`config.mk`:
```
export PLATFORM = sky130hd
export DESIGN_NAME = pow2_rate_sequencer
export DESIGN_NICKNAME = d
export VERILOG_FILES = /design/src/rtl/pow2_rate_sequencer_pkg.sv /design/src/rtl/pow2_rate_sequencer_tick.sv /design/src/rtl/pow2_rate_sequencer.sv
export SDC_FILE = /design/constraint.sdc
export NUM_CORES = 1
export LEC_CHECK = 0
export CAP_MARGIN = 40
export CORE_MARGIN = 5
export CORE_UTILIZATION = 60
export DETAILED_ROUTE_END_ITERATION = 16
export PLACE_DENSITY_LB_ADDON = 0.05
export SYNTH_ARGS = -nofsm -noshare
export SYNTH_HDL_FRONTEND = slang
export SYNTH_SLANG_ARGS = --single-unit
```
`constraint.sdc`:
```
create_clock -name Clock -period 4.68 [get_ports Clock]
set_clock_uncertainty 0.15 [all_clocks]
set_input_delay 1.404 -clock Clock [delete_from_list [all_inputs] [get_ports Clock]]
set_output_delay 1.404 -clock Clock [all_outputs]
set_load 0.05 [all_outputs]
```
`src/rtl/pow2_rate_sequencer_pkg.sv`:
```
// rate_seq_pkg: shared types and helpers for the power-of-two rate sequencer.
package rate_seq_pkg;

    localparam int POW_W = 3;

    typedef logic [POW_W-1:0] power_t;

    typedef enum logic [1:0] {IDLE, LOAD, RUN, DONE} state_t;

    function automatic logic [7:0] pow_mask(input power_t p);
        return (8'd1 << p) - 8'd1;
    endfunction

endpackage

```
`src/rtl/pow2_rate_sequencer_tick.sv`:
```
// pow2_tick_gen: free-running divider that strobes Tick once every 2^Power enabled cycles.
module pow2_tick_gen
    import rate_seq_pkg::*;
(
    input  logic         Clock,
    input  logic         Clear,
    input  logic         Enable,
    input  power_t       Power,
    output logic         Tick
);

    logic [7:0] cnt;
    logic [7:0] mask;

    assign mask = pow_mask(Power);
    assign Tick = Enable && (cnt == mask);

    always_ff @(posedge Clock) begin
        if (Clear)
            cnt <= '0;
        else if (Enable)
            cnt <= (cnt == mask) ? 8'd0 : cnt + 8'd1;
    end

endmodule

```
`src/rtl/pow2_rate_sequencer.sv`:
```
// pow2_rate_sequencer: steps a tick generator through a table of (power, count) entries.
// Optional TickTotal output counter enabled by defining RATE_SEQ_TICK_COUNT_EN.
module pow2_rate_sequencer
    import rate_seq_pkg::*;
#(
    parameter int DEPTH = 4,
    parameter int CNT_W = 8
) (
    input  logic                     Clock,
    input  logic                     Reset,
    input  logic                     Start,
    input  logic                     Stop,
    input  logic                     Loop,
    input  logic                     WrEn,
    input  logic [$clog2(DEPTH)-1:0] WrAddr,
    input  logic [POW_W-1:0]         WrPower,
    input  logic [CNT_W-1:0]         WrCount,
    output logic                     Busy,
    output logic                     Tick,
    output logic                     Done,
    output logic [$clog2(DEPTH)-1:0] CurIndex,
    output logic [POW_W-1:0]         CurPower
`ifdef RATE_SEQ_TICK_COUNT_EN
    ,
    output logic [15:0]              TickTotal
`endif
);

    localparam int IW = $clog2(DEPTH);

    typedef struct packed {
        power_t           power;
        logic [CNT_W-1:0] count;
    } entry_t;

    entry_t           tbl [DEPTH];
    state_t           state, state_n;
    logic [IW-1:0]    idx, idx_n, idx_inc;
    logic [CNT_W-1:0] remaining;
    logic             gen_tick, last_tick, has_next, loop_ok, load_ok;

    pow2_tick_gen u_tick (
        .Clock  (Clock),
        .Clear  (Reset || state == IDLE || state == LOAD),
        .Enable (state == RUN),
        .Power  (CurPower),
        .Tick   (gen_tick)
    );

    // Stop kills the strobe in the very cycle it is raised
    assign Tick     = gen_tick && !Stop;
    assign Busy     = state != IDLE;
    assign Done     = state == DONE && !Stop;
    assign idx_inc  = idx + 1'b1;
    assign load_ok  = tbl[idx].count != '0;
    assign has_next = idx != IW'(DEPTH - 1) && tbl[idx_inc].count != '0;
    assign loop_ok  = Loop && tbl[0].count != '0;
    assign last_tick = Tick && remaining == CNT_W'(1);

    always_comb begin
        state_n = state;
        idx_n   = idx;
        case (state)
            IDLE: if (Start) begin
                state_n = LOAD;
                idx_n   = '0;
            end
            LOAD: state_n = load_ok ? RUN : DONE;
            RUN:  if (last_tick) begin
                state_n = (has_next || loop_ok) ? LOAD : DONE;
                idx_n   = has_next ? idx_inc : loop_ok ? '0 : idx;
            end
            DONE: state_n = IDLE;
            default: state_n = IDLE;
        endcase
        if (Stop)
            state_n = IDLE;
    end

    always_ff @(posedge Clock) begin
        if (Reset) begin
            state     <= IDLE;
            idx       <= '0;
            remaining <= '0;
            CurIndex  <= '0;
            CurPower  <= '0;
            for (int i = 0; i < DEPTH; i++)
                tbl[i] <= '0;
        end else begin
            state <= state_n;
            idx   <= idx_n;
            if (state == IDLE && WrEn)
                tbl[WrAddr] <= '{power: WrPower, count: WrCount};
            if (state == LOAD && load_ok) begin
                CurIndex  <= idx;
                CurPower  <= tbl[idx].power;
                remaining <= tbl[idx].count;
            end else if (Tick && remaining > CNT_W'(1)) begin
                remaining <= remaining - CNT_W'(1);
            end
        end
    end

`ifdef RATE_SEQ_TICK_COUNT_EN
    always_ff @(posedge Clock) begin
        if (Reset || (state == IDLE && Start && !Stop))
            TickTotal <= '0;
        else if (Tick && TickTotal != 16'hFFFF)
            TickTotal <= TickTotal + 16'd1;
    end
`endif

endmodule
```
# After elaboration in Yosys (flattened, before gate mapping)
# Memories as Yosys holds them, arrays and structs flattened. A register that Yosys moved wholly into a read port is not among the register bits.
# Cells that the tools add are included.
[totals]
regBits = 25
latch_bits = 0
ram_bits = 44
rom_bits = 0
in_bits = 19
output_inout_bits = 8
wordCells = 69
memories = 1
[op_classes]
addsub = 4
n_mul = 0
div = 0
n_lt_le_gt_ge = 1
n_eq_ne = 9
shift = 1
mux = 23
bitwise = 0
n_reduce_logical = 24
[memory_table]
columns = ["memory", "words", "word_bits", "rd", "rd_ports_with_merged_regs", "wr", "line", "rtl"]
rows = [
  ["tbl", 4, 11, 3, 1, 4, "pow2_rate_sequencer.sv:36", "entry_t tbl [DEPTH];"],
]
[ops]
columns = ["cell", "count"]
rows = [
  ["2-to-1 mux 8 bit", 3],
  ["nonzero test 8 bit", 3],
  ["2-to-1 mux 2 bit", 10],
  ["subtractor 8 x 1 -> 8 bit (second input constant)", 2],
  ["2-to-1 mux 11 bit", 1],
  ["OR reduction 11 bit", 1],
  ["logical AND 1 bit", 9],
  ["adder 8 x 1 -> 8 bit (second input constant)", 1],
  ["== test 8 x 1 -> 1 bit (second input constant)", 1],
  ["== test 8 bit", 1],
  ["greater-than comparator 8 x 1 -> 1 bit (second input constant)", 1],
  ["one-hot mux 2 bit (4 select lines)", 1],
  ["<< shifter 1 x 3 -> 8 bit (first input constant)", 1],
  ["2-to-1 mux 1 bit", 7],
  ["inequality test 2 bit (second input constant)", 3],
  ["nonzero test 2 bit", 3],
  ["== test 2 bit (second input constant)", 2],
  ["one-hot mux 2 bit (2 select lines)", 1],
  ["AND reduction 4 bit", 1],
  ["logical OR 1 bit", 3],
  ["inequality test 3 bit (second input constant)", 1],
  ["adder 2 x 1 -> 2 bit (second input constant)", 1],
  ["== test 2 x 1 -> 1 bit (second input constant)", 1],
  ["logical NOT 2 bit", 1],
  ["3 further kinds", 3],
]

# Depth between registers and ports, before layout
# Gate-level depths: netlist of run 1.
[logic_depth]
ltp_word = 10
ltp_mapped = 8
depth_no_buf = 7

# Hierarchy
# From an unflattened synthesis of run 1, not the netlist that was laid out.
[unflattened]
hier_cells = 309
hier_area_um2 = 3683.5
[by_module_without_submodules]
columns = ["module", "instances", "cells_per_inst", "area_per_inst_um2", "seq_area_each_um2"]
rows = [
  ["pow2_rate_sequencer", 1, 246, 3139.3, 1701.6],
  ["pow2_tick_gen", 1, 63, 544.3, 160.2],
]

# Worst setup path before layout of run 1
# OpenSTA, ideal clock, no wires.
[synth_timing]
path_type = "reg2out"
start = "register CurPower[1], read port of tbl"
end = "output Tick"
t_arrival_ns = 2.516
required_ns = 3.126
setup_slack_ns = 0.610
stages_incl_launch_ff = 7
path_buffers = 1
path_cell_list = "dfxtp_1 -> buf_4 -> o21bai_1 -> a2111oi_1 -> o211ai_2 -> or2_1 -> nor2_1"
[synth_via]
elab_chain_len = 5
[synth_rtl]
columns = ["element", "line", "rtl"]
rows = [
  ["from (decl)", "pow2_rate_sequencer.sv:22", "output logic [POW_W-1:0] CurPower"],
  ["<< shifter 1 x 3 -> 8 bit", "pow2_rate_sequencer_pkg.sv:11", "return (8'd1 << p) - 8'd1;"],
  ["subtractor 8 x 1 -> 8 bit", "pow2_rate_sequencer_pkg.sv:11", ""],
  ["== test 8 bit", "pow2_rate_sequencer_tick.sv:16", "assign Tick = Enable && (cnt == mask);"],
  ["logical AND 1 bit", "pow2_rate_sequencer_tick.sv:16", ""],
  ["logical AND 1 bit", "pow2_rate_sequencer.sv:51", "assign Tick = gen_tick && !Stop;"],
  ["to (decl)", "pow2_rate_sequencer.sv:19", "output logic Tick,"],
]
# Every way passes these cells.

# Worst setup path in the final report of run 1
[layout_timing]
start = "input Stop"
end = "output Tick"
[layout_via]
elab_chain_len = 2
[layout_rtl]
columns = ["element", "line", "rtl"]
rows = [
  ["from (decl)", "pow2_rate_sequencer.sv:12", "input logic Stop,"],
  ["logical NOT 1 bit", "pow2_rate_sequencer.sv:51", ""],
  ["logical AND 1 bit", "pow2_rate_sequencer.sv:51", ""],
]
# Every way passes these cells.

==> results of run 1 <==
## cells in the final DEF (no fill, tap or decap), types with 5 or more instances in the layout
cell type / Yosys / final
mux2i_1: 6 / 6
mux4_2: 11 / 11
xor2_1: 5 / 5
or2_2: 6 / 6
nor3_1: 11 / 11
nand3_1: 9 / 9
clkbuf_8: 0 / 9
nor2_1: 23 / 23
buf_4: 2 / 5
dfxtp_1: 27 / 27
xnor2_1: 5 / 5
nor4_1: 9 / 9
inv_1: 8 / 8
and2_1: 44 / 44
nand2_1: 16 / 16
edfxtp_1: 44 / 44
clkdlybuf4s50_1: 0 / 24
## critical path, stage by stage
cell,delay [ns]
clkdlybuf4s50_1,0.47
nand2b_1,0.20
nor2_1,0.22
buf_12,0.17
## state kept, by name (all words and copies together) (netlist names), named ones only
register	cells
u_tick.cnt	8
state	2
remaining	8
CurPower	3
CurIndex	2
idx	2
tbl	44
## cells by family after synthesis
group	synth area share (%)
and+or+nand+nor	23.08
DFF	52.51
AOI/OAI and AO/OA	9.104
buffers and inverters	2.752
muxes	8.680
xor gates and xnor gates	2.470
adders and majority gates	1.411
## report_power, final
group	switching (mW)	total [mW]	internal, mW
clock network	0.234	0.589	0.355
logic	0.0647	0.115	0.0506
registers	0.0166	0.708	0.691
total	0.315	1.41	1.10
## cells in the mapped netlist (2+ instances only)
| cell type | instances | area [sq um] |
|---|---|---|
| o31ai_1 | 3 | 22.52 |
| nor2_1 | 23 | 86.33 |
| nor3_1 | 11 | 55.05 |
| inv_1 | 8 | 30.03 |
| xor2_1 | 5 | 43.79 |
| a31o_2 | 2 | 17.52 |
| mux2i_1 | 6 | 60.06 |
| and2_1 | 44 | 275.3 |
| a2bb2oi_1 | 2 | 17.52 |
| nand4_1 | 3 | 18.77 |
| clkbuf_1 | 9 | 33.78 |
| edfxtp_1 | 44 | 1321 |
| a21oi_1 | 4 | 20.02 |
| ha_1 | 4 | 50.05 |
| a31oi_1 | 4 | 25.02 |
| a21o_1 | 4 | 30.03 |
| mux4_2 | 11 | 247.7 |
| a211oi_1 | 2 | 15.01 |
| buf_2 | 3 | 15.01 |
| or4_1 | 2 | 15.01 |
| a311oi_1 | 3 | 26.28 |
| nor4_1 | 9 | 56.30 |
| o41ai_1 | 2 | 17.52 |
| nand3_1 | 9 | 45.04 |
| nor4b_1 | 3 | 26.28 |
| nand2_1 | 16 | 60.06 |
| nor3b_1 | 3 | 22.52 |
| or2_2 | 6 | 37.54 |
| nor2b_1 | 4 | 25.02 |
| dfxtp_1 | 27 | 540.5 |
| nand2b_1 | 2 | 12.51 |
| a22o_1 | 4 | 35.03 |
| xnor2_1 | 5 | 43.79 |
| or3_1 | 2 | 12.51 |
| buf_4 | 2 | 15.01 |
## layer usage
metal | vias to the layer above | GRT usage (%) | share of wire (%)
li1 | 1209 | - | -
met5 | - | 0 | 0
met3 | 8 | 5.014 | 6.1
met1 | 1163 | 27.94 | 43
met4 | 0 | 10.34 | 1.1
met2 | 69 | 35.47 | 49
## worst paths after layout
path	from	endpoint	cells past startpoint
setup / recovery	Stop	Tick	4
hold / removal	remaining[6]	remaining[6]	2
setup reg to reg	flip-flop	remaining[7]	6
hold reg to reg	remaining[6]	remaining[6]	2
## area by class of cell
cell class,instances,area (sq um)
Clock buffer,11,131.4
Clock inverter,5,106.4
Fill cell,446,1708
Inverter,8,30.03
Multi-Input combinational cell,216,1587
Sequential cell,71,1862
Tap cell,75,93.84
Timing Repair Buffer,30,297.8
==> results.sh, run 1 <==
export IMPL_ratio_of_final_minimum_period_to_clock_period_pct=85.89
export IMPL_cts_buffers_inserted=9
export IMPL_grt_pass1_vias=2490
export IMPL_number_of_violations_reported_at_the_end_of_detailed_routing_iteration_0=164
export IMPL_grt_total_usage_pct=21.93
export IMPL_overflow=0
export IMPL_setup_tns_final_ns=0
export IMPL_ir_worst_vdd_uv=210.0
export IMPL_clkSinkCount=71
export IMPL_placed_cells=400
export IMPL_initial_core_util_pct=60.97
export IMPL_firstDrtPassIters=4
export IMPL_design_die_area_sq_mm=0.007547
export IMPL_hold_buffers=0
export IMPL_detail_route_wl_per_cell_microns=17.92
export IMPL_post_route_drc=0
export IMPL_finalHoldViolations=0
export IMPL_antenna_diode_count=0
export IMPL_timing_critical_path_to_type="primary output"
export IMPL_routabilityCongestion=0.8415
export IMPL_number_of_placement_rows=28
export IMPL_synth_net_count=333
export IMPL_drv_slew=0
export IMPL_ctsResizeCount=0
export IMPL_timing_critical_path_arrival_ns=2.47
export IMPL_hold_ws_ns=0.3498
export IMPL_layout_drive_gt1_share_pct=12.61
export IMPL_outcome="complete, no violations"
export IMPL_pin_count=27
export IMPL_placedInstanceArea_sq_mm=0.003870
export IMPL_die_x_microns=86.88
export IMPL_die_height_microns=86.88
export IMPL_tightestPinTransition_ns=0.7109
export IMPL_total_power_mw=1.413
export IMPL_cts_tree="built"
export IMPL_postSynthRegisterBits=71
export IMPL_cts_root_buf="clkbuf_8"
export IMPL_numPortBuffers=26
export IMPL_ys_types=54
export IMPL_rsz_0062_raised_after_global_routing="false"
export IMPL_clock_tree_htree_level_count=3
export IMPL_number_of_flops_mapped_to_enable_cells_by_yosys=44
export IMPL_route_detailed_vias_per_inst=5.887
export IMPL_standard_cell_core_area_sq_mm=0.005816
export IMPL_number_of_nets_in_the_finished_design=359
export IMPL_leakage_nw=1.492
export IMPL_setup_ws_ns=0.6602
export IMPL_setup_reg_to_reg_worst_slack_ns=1.68
export IMPL_wl_mm=7.453
export IMPL_path_class="in -> out"
export IMPL_maxClockFrequency_mhz=248.8
export IMPL_hpwl_mm=5.287
export IMPL_routed_via_count=2449
export IMPL_final_instance_count_excl_fill=416
export IMPL_dominantRegCellSynth="edfxtp_1"
export IMPL_min_period_ns=4.020
export IMPL_netlist_instances=310
export IMPL_worstSetupStartpointType="input pin"
export IMPL_placement_setup_worst_slack_ns=0.6684
export IMPL_crit_path_max_fanout=5
export IMPL_global_route_wire_length_before_repair_mm=12.29
export IMPL_power_per_cell_area_mw_per_mm2=343.9
export IMPL_grt_start_max_net_pins=23
export IMPL_antenna_found_initial=0
export IMPL_max_clock_path_buffers=2
export IMPL_ys_async_sr_fraction_pct=0
export IMPL_setup_viol_count_final=0
export IMPL_detail_route_antenna_nets=0
export IMPL_non_filler_cell_area_final_sq_mm=0.004108
export IMPL_crit_path_required_time_ns=3.13
export IMPL_post_cts_repair_setup_buffers=0
export IMPL_synth_cell_area_sq_mm=0.003546
export IMPL_sequential_element_share_of_the_synthesized_area_pct=52.51
export IMPL_synthesis_yosys_warnings=0
export IMPL_cap_viol_max_count=0
export IMPL_final_core_util_pct=70.63
export IMPL_hold_path_class="reg -> reg"
export IMPL_slew_headroom_pct=52.49
export IMPL_area_growth_syn_to_layout_pct=15.84
export IMPL_clkLatencyLatePin_ns=0.35
export IMPL_clk_pin_slew_ns=0.07
export IMPL_avg_synthesized_cell_area_sq_um=11.44
Power figures use the tool's default switching activity.
==> run 2, diff against run 1 <==
--- a/config.mk
+++ b/config.mk
@@ -7,7 +7,7 @@
 export LEC_CHECK = 0
 export CAP_MARGIN = 40
 export CORE_MARGIN = 5
-export CORE_UTILIZATION = 60
+export CORE_UTILIZATION = 35
 export DETAILED_ROUTE_END_ITERATION = 16
 export PLACE_DENSITY_LB_ADDON = 0.05
 export SYNTH_ARGS = -nofsm -noshare
==> results.sh, run 2 (synthesized netlist as in run 1, its figures left out) <==
export IMPL_crit_path_cell_trace="clkdlybuf4s50_1 -> nand2b_1 -> nor2_1 -> buf_12"
export IMPL_wl_mm=8.126
export IMPL_critical_path_top_delay_family="buffers and inverters"
export IMPL_ir_worst_vdd_uv=134.9
export IMPL_post_cts_repair_setup_buffers=0
export IMPL_maxClockFrequency_mhz=250.6
export IMPL_detail_route_wl_per_cell_microns=17.11
export IMPL_largestRegisters="tbl: 44 flops, remaining: 8 flops, u_tick.cnt: 8 flops"
export IMPL_pin_count=27
export IMPL_timing_critical_path_arrival_ns=2.44
export IMPL_p_int_uw=987.0
export IMPL_cts_root_buf="clkbuf_8"
export IMPL_worstSetupStartpointType="input pin"
export IMPL_share_clk_of_total_power_pct=36.7
export IMPL_path_class="in -> out"
export IMPL_global_route_wire_length_before_repair_mm=13.51
export IMPL_max_ffs_per_register=44
export IMPL_tightestPinTransition_ns=0.7013
export IMPL_initial_core_util_pct=36.11
export IMPL_ratio_of_final_minimum_period_to_clock_period_pct=85.28
export IMPL_standard_cell_core_area_sq_mm=0.009819
export IMPL_rsz_0062_raised_after_global_routing="false"
export IMPL_drv_slew=0
export IMPL_largest_register="tbl"
export IMPL_cts_tree="built"
export IMPL_die_height_microns=110.7
export IMPL_slew_headroom_pct=53.13
export IMPL_clock_tree_htree_level_count=3
export IMPL_detail_route_antenna_nets=0
export IMPL_overflow=0
export IMPL_layout_drive_gt1_share_pct=12.87
export IMPL_netSwitchingFraction_pct=24.29
export IMPL_routabilityCongestion=0.7608
export IMPL_grt_start_max_net_pins=23
export IMPL_net_switching_power_uw=316.6
export IMPL_route_detailed_vias_per_inst=5.109
export IMPL_grt_pass1_vias=2491
export IMPL_power_per_cell_area_mw_per_mm2=315.0
export IMPL_clk_pin_slew_ns=0.07
export IMPL_crit_path_max_fanout=5
export IMPL_numPortBuffers=26
export IMPL_clkLatencyLatePin_ns=0.34
export IMPL_clkSinkCount=71
export IMPL_setup_tns_final_ns=0
export IMPL_timing_critical_path_to_type="primary output"
export IMPL_area_growth_syn_to_layout_pct=16.73
export IMPL_outcome="complete, no violations"
export IMPL_number_of_placement_rows=36
export IMPL_non_filler_cell_area_final_sq_mm=0.004139
export IMPL_grt_total_usage_pct=13.78
export IMPL_design_die_area_sq_mm=0.01224
export IMPL_antenna_diode_count=0
export IMPL_min_period_ns=3.991
export IMPL_cts_buffers_inserted=9
export IMPL_layout_cells_most_common_list="44 x and2_1, 44 x edfxtp_1, 27 x dfxtp_1, 24 x clkdlybuf4s50_1, 23 x nor2_1"
export IMPL_antenna_found_initial=0
export IMPL_crit_path_top_delay_cell="clkdlybuf4s50_1"
export IMPL_hold_buffers=0
export IMPL_placedInstanceArea_sq_mm=0.003950
export IMPL_hpwl_mm=5.804
export IMPL_die_x_microns=110.7
export IMPL_post_route_drc=0
export IMPL_comb_power_share_pct=8.9
export IMPL_routed_via_count=2427
export IMPL_part_of_the_power_in_registers_pct=54.4
export IMPL_hold_path_class="reg -> reg"
export IMPL_timing_critical_path_buf_inv=2
export IMPL_finalHoldViolations=0
export IMPL_critical_path_max_stage_delay_ns=0.48
export IMPL_cap_viol_max_count=0
export IMPL_number_of_nets_in_the_finished_design=360
export IMPL_ctsResizeCount=0
export IMPL_number_of_violations_reported_at_the_end_of_detailed_routing_iteration_0=94
export IMPL_crit_path_required_time_ns=3.13
export IMPL_firstDrtPassIters=4
export IMPL_leakage_nw=1.481
export IMPL_setup_viol_count_final=0
export IMPL_max_clock_path_buffers=2
run 2: cell count changes in the layout (fill, tap and decap cells not counted), sizes merged:
cell / change
buf: +1
bufinv: -2
clkbuf: -1
clkinv: +4
clkinvlp: -1
run 2: final timing paths:
| kind | start | end | slack [ns] | cells past startpoint |
|---|---|---|---|---|
| max reg2reg | flip-flop | remaining[7] | 1.69 | 6 |
| max | Stop | Tick | 0.69 | 4 |
| min | remaining[6] | remaining[6] | 0.34 | 2 |
| min reg2reg | remaining[6] | remaining[6] | 0.34 | 2 |
run 2: stage by stage:
stage / utilization [%] / setup WS [ns] / hold slack, ns / power [mW] / std cells
CTS: 42.15 / 0.6558 / 0.3415 / 1.325 / 475
floorplan: - / 0.6103 / 0.3055 / 0.7880 / 310
global placement: 40.23 / 0.6931 / 0.3281 / 0.8414 / 459
detailed placement: 40.23 / 0.6832 / 0.3303 / 0.8414 / 459
global route: 42.15 / 0.4826 / 0.3704 / 1.365 / 475
finish: 42.15 / 0.6889 / 0.3415 / 1.304 / 475
run 2: worst reg2reg max path, stage by stage, from the launching register on:
cell      delay (ns)
dfxtp_1         0.77
mux4_2          0.64
nor4_1          0.28
nand2_1         0.12
nand2_1         0.55
o311ai_1        0.19
nor4b_1         0.18
run 2: layout make-up:
type                       instances  area (sq um)
clock buffer                      10         127.6
clock inverter                     6         61.31
fill                             972          5680
inverter                           8         30.03
multi-input combinational        216          1587
sequential                        71          1862
tap                              133         166.4
timing repair buffer              31         305.3
run 2: layer usage:
layer  up-vias  track usage, %  share of wire [%]
met3         6           3.493                2.5
li1       1207               -                  -
met5         -               0                  0
met1      1182           18.82                 50
met2        32           21.68                 47
met4         0           3.941               0.85
run 2: power by group through the flow:
| stage | clock network (mW) | logic (mW) | registers [mW] |
|---|---|---|---|
| after floorplan | 0 | 0.0710 | 0.717 |
| after global placement | 0 | 0.118 | 0.723 |
| after detailed placement | 0 | 0.118 | 0.723 |
| after CTS | 0.497 | 0.119 | 0.709 |
| after global routing | 0.524 | 0.129 | 0.712 |
| final | 0.479 | 0.116 | 0.709 |
==> run 3, diff against run 2 <==
--- a/config.mk
+++ b/config.mk
@@ -9,6 +9,7 @@
 export CORE_MARGIN = 5
 export CORE_UTILIZATION = 35
 export DETAILED_ROUTE_END_ITERATION = 16
+export DONT_BUFFER_PORTS = 1
 export PLACE_DENSITY_LB_ADDON = 0.05
 export SYNTH_ARGS = -nofsm -noshare
 export SYNTH_HDL_FRONTEND = slang
==> results.sh, run 3 (synthesized netlist as in run 1, its figures left out) <==
export IMPL_cts_tree="built"
export IMPL_comb_power_share_pct=7.3
export IMPL_regArea_sq_mm=0.001862
export IMPL_highest_signal_layer="met4"
export IMPL_standard_cell_core_area_sq_mm=0.009819
export IMPL_placement_setup_worst_slack_ns=1.054
export IMPL_setup_reg_to_reg_worst_slack_ns=1.67
export IMPL_cts_root_buf="clkbuf_8"
export IMPL_largest_register="tbl"
export IMPL_route_detailed_vias_per_inst=5.242
export IMPL_crit_path_max_fanout=10
export IMPL_leakage_nw=1.395
export IMPL_detail_route_wl_per_cell_microns=18.77
export IMPL_slew_headroom_pct=49.24
export IMPL_wl_mm=8.467
export IMPL_finalHoldViolations=0
export IMPL_timing_critical_path_arrival_ns=2.45
export IMPL_number_of_nets_in_the_finished_design=337
export IMPL_clkSinkCount=71
export IMPL_hpwl_mm=5.981
export IMPL_area_growth_syn_to_layout_pct=9.739
export IMPL_setup_tns_final_ns=0
export IMPL_crit_path_top_delay_cell="or4_4"
export IMPL_total_power_mw=1.290
export IMPL_layout_drive_gt1_share_pct=14.47
export IMPL_grt_total_usage_pct=14.11
export IMPL_timing_critical_path_from="CurPower[2]"
export IMPL_placed_cells=436
export IMPL_net_switching_power_uw=320.4
export IMPL_routabilityCongestion=0.8290
export IMPL_min_period_ns=4.002
export IMPL_ir_worst_vdd_uv=119.4
export IMPL_m1_wire_length_mm=4.009
export IMPL_outcome="complete, no violations"
export IMPL_global_route_wire_length_before_repair_mm=13.64
export IMPL_met2RoutedLength_mm=3.983
export IMPL_hold_path_class="reg -> reg"
export IMPL_overflow=0
export IMPL_initial_core_util_pct=36.11
export IMPL_clk_pin_slew_ns=0.08
export IMPL_hold_path_startpoint="remaining[6]"
export IMPL_post_cts_repair_setup_buffers=0
export IMPL_number_of_violations_reported_at_the_end_of_detailed_routing_iteration_0=110
export IMPL_maxClockFrequency_mhz=249.8
export IMPL_p_int_uw=969.2
export IMPL_clkLatencyLatePin_ns=0.35
export IMPL_detail_route_antenna_nets=0
export IMPL_ratio_of_final_minimum_period_to_clock_period_pct=85.52
export IMPL_hold_ws_ns=0.3385
export IMPL_power_per_cell_area_mw_per_mm2=331.4
export IMPL_fillCellCount=975
export IMPL_grt_start_max_net_pins=24
export IMPL_critical_path_max_stage_delay_ns=0.60
export IMPL_antenna_found_initial=0
export IMPL_multi_input_area_sq_mm=0.001587
export IMPL_netSwitchingFraction_pct=24.84
export IMPL_numPortBuffers=0
export IMPL_dr_wl_met3_microns=300
export IMPL_hold_path_depth=2
export IMPL_r2r_end="remaining[7]"
export IMPL_largestRegisters="tbl: 44 flops, remaining: 8 flops, u_tick.cnt: 8 flops"
export IMPL_part_of_the_power_in_registers_pct=55.0
export IMPL_placedInstanceArea_sq_mm=0.003705
export IMPL_die_height_microns=110.7
export IMPL_rsz_0062_raised_after_global_routing="false"
export IMPL_pin_count=27
export IMPL_cts_buffers_inserted=9
export IMPL_layout_cells_most_common_list="44 x and2_1, 44 x edfxtp_1, 27 x dfxtp_1, 23 x nor2_1, 16 x nand2_1"
export IMPL_crit_path_cell_trace="or4_4 -> o31ai_4 -> o211ai_2 -> or2_1 -> nor2_1 -> buf_4"
export IMPL_die_x_microns=110.7
export IMPL_non_filler_cell_area_final_sq_mm=0.003891
export IMPL_ctsResizeCount=0
export IMPL_tightestPinTransition_ns=0.7604
export IMPL_critical_path_top_delay_family="simple AND/OR/NAND/NOR gates"
export IMPL_timing_critical_path_to_type="primary output"
export IMPL_design_die_area_sq_mm=0.01224
export IMPL_number_of_placement_rows=36
export IMPL_max_ffs_per_register=44
export IMPL_timing_critical_path_buf_inv=1
export IMPL_max_clock_path_buffers=2
export IMPL_drv_slew=0
export IMPL_routed_via_count=2364
export IMPL_timing_reg2reg_worst_path_depth=6
export IMPL_antenna_diode_count=0
export IMPL_post_route_drc=0
export IMPL_crit_path_required_time_ns=3.13
export IMPL_grt_pass1_vias=2397
export IMPL_hold_buffers=0
export IMPL_cap_viol_max_count=0
export IMPL_setup_ws_ns=0.6776
export IMPL_final_instance_count_excl_fill=451
export IMPL_setup_viol_count_final=0
export IMPL_share_clk_of_total_power_pct=37.7
export IMPL_firstDrtPassIters=4
export IMPL_worstSetupStartpointType="flip-flop"
export IMPL_clock_tree_htree_level_count=3
export IMPL_final_core_util_pct=39.63
export IMPL_worst_hold_path_endpoint="remaining[6]"
export IMPL_path_class="reg -> out"
[run 3: metal layers]
layer,GRT usage (%),up-vias
met3,3.111,14
met2,22.13,46
met5,0,-
li1,-,1160
met1,18.78,1144
met4,6.076,0
[run 3: worst max path at each step]
stage / cells after the start / endpoint / slack (ns)
6_report: 6 / Tick / 0.68
4_1_cts: 6 / Tick / 0.66
3_3_place_gp: 6 / Tick / 1.07
2_1_floorplan: 6 / Tick / 0.61
5_1_grt: 6 / Tick / 0.51
3_5_place_dp: 6 / Tick / 1.05
[run 3: power by group through the flow]
stage	sequential [mW]	combinational, mW	clock, mW
floorplan	0.717	0.0710	0
finish	0.709	0.0943	0.487
global placement	0.723	0.0948	0
global route	0.712	0.103	0.521
CTS	0.709	0.0954	0.498
detailed placement	0.723	0.0950	0
[run 3: layout make-up]
cell class                      count  area share (%)
Sequential cell                    71           47.85
Multi-Input combinational cell    216           40.77
Tap cell                          133           4.277
Clock buffer                        9           3.183
Clock inverter                      6           1.608
Timing Repair Buffer                8           1.543
Inverter                            8          0.7717
[run 3: worst register-to-register path, cell delays in order (launching register included)]
cell and delay, ns:
dfxtp_1 0.78, mux4_2 0.63, nor4_1 0.30, nand2_1 0.12, nand2_1 0.55, o311ai_1 0.20, nor4b_1 0.18
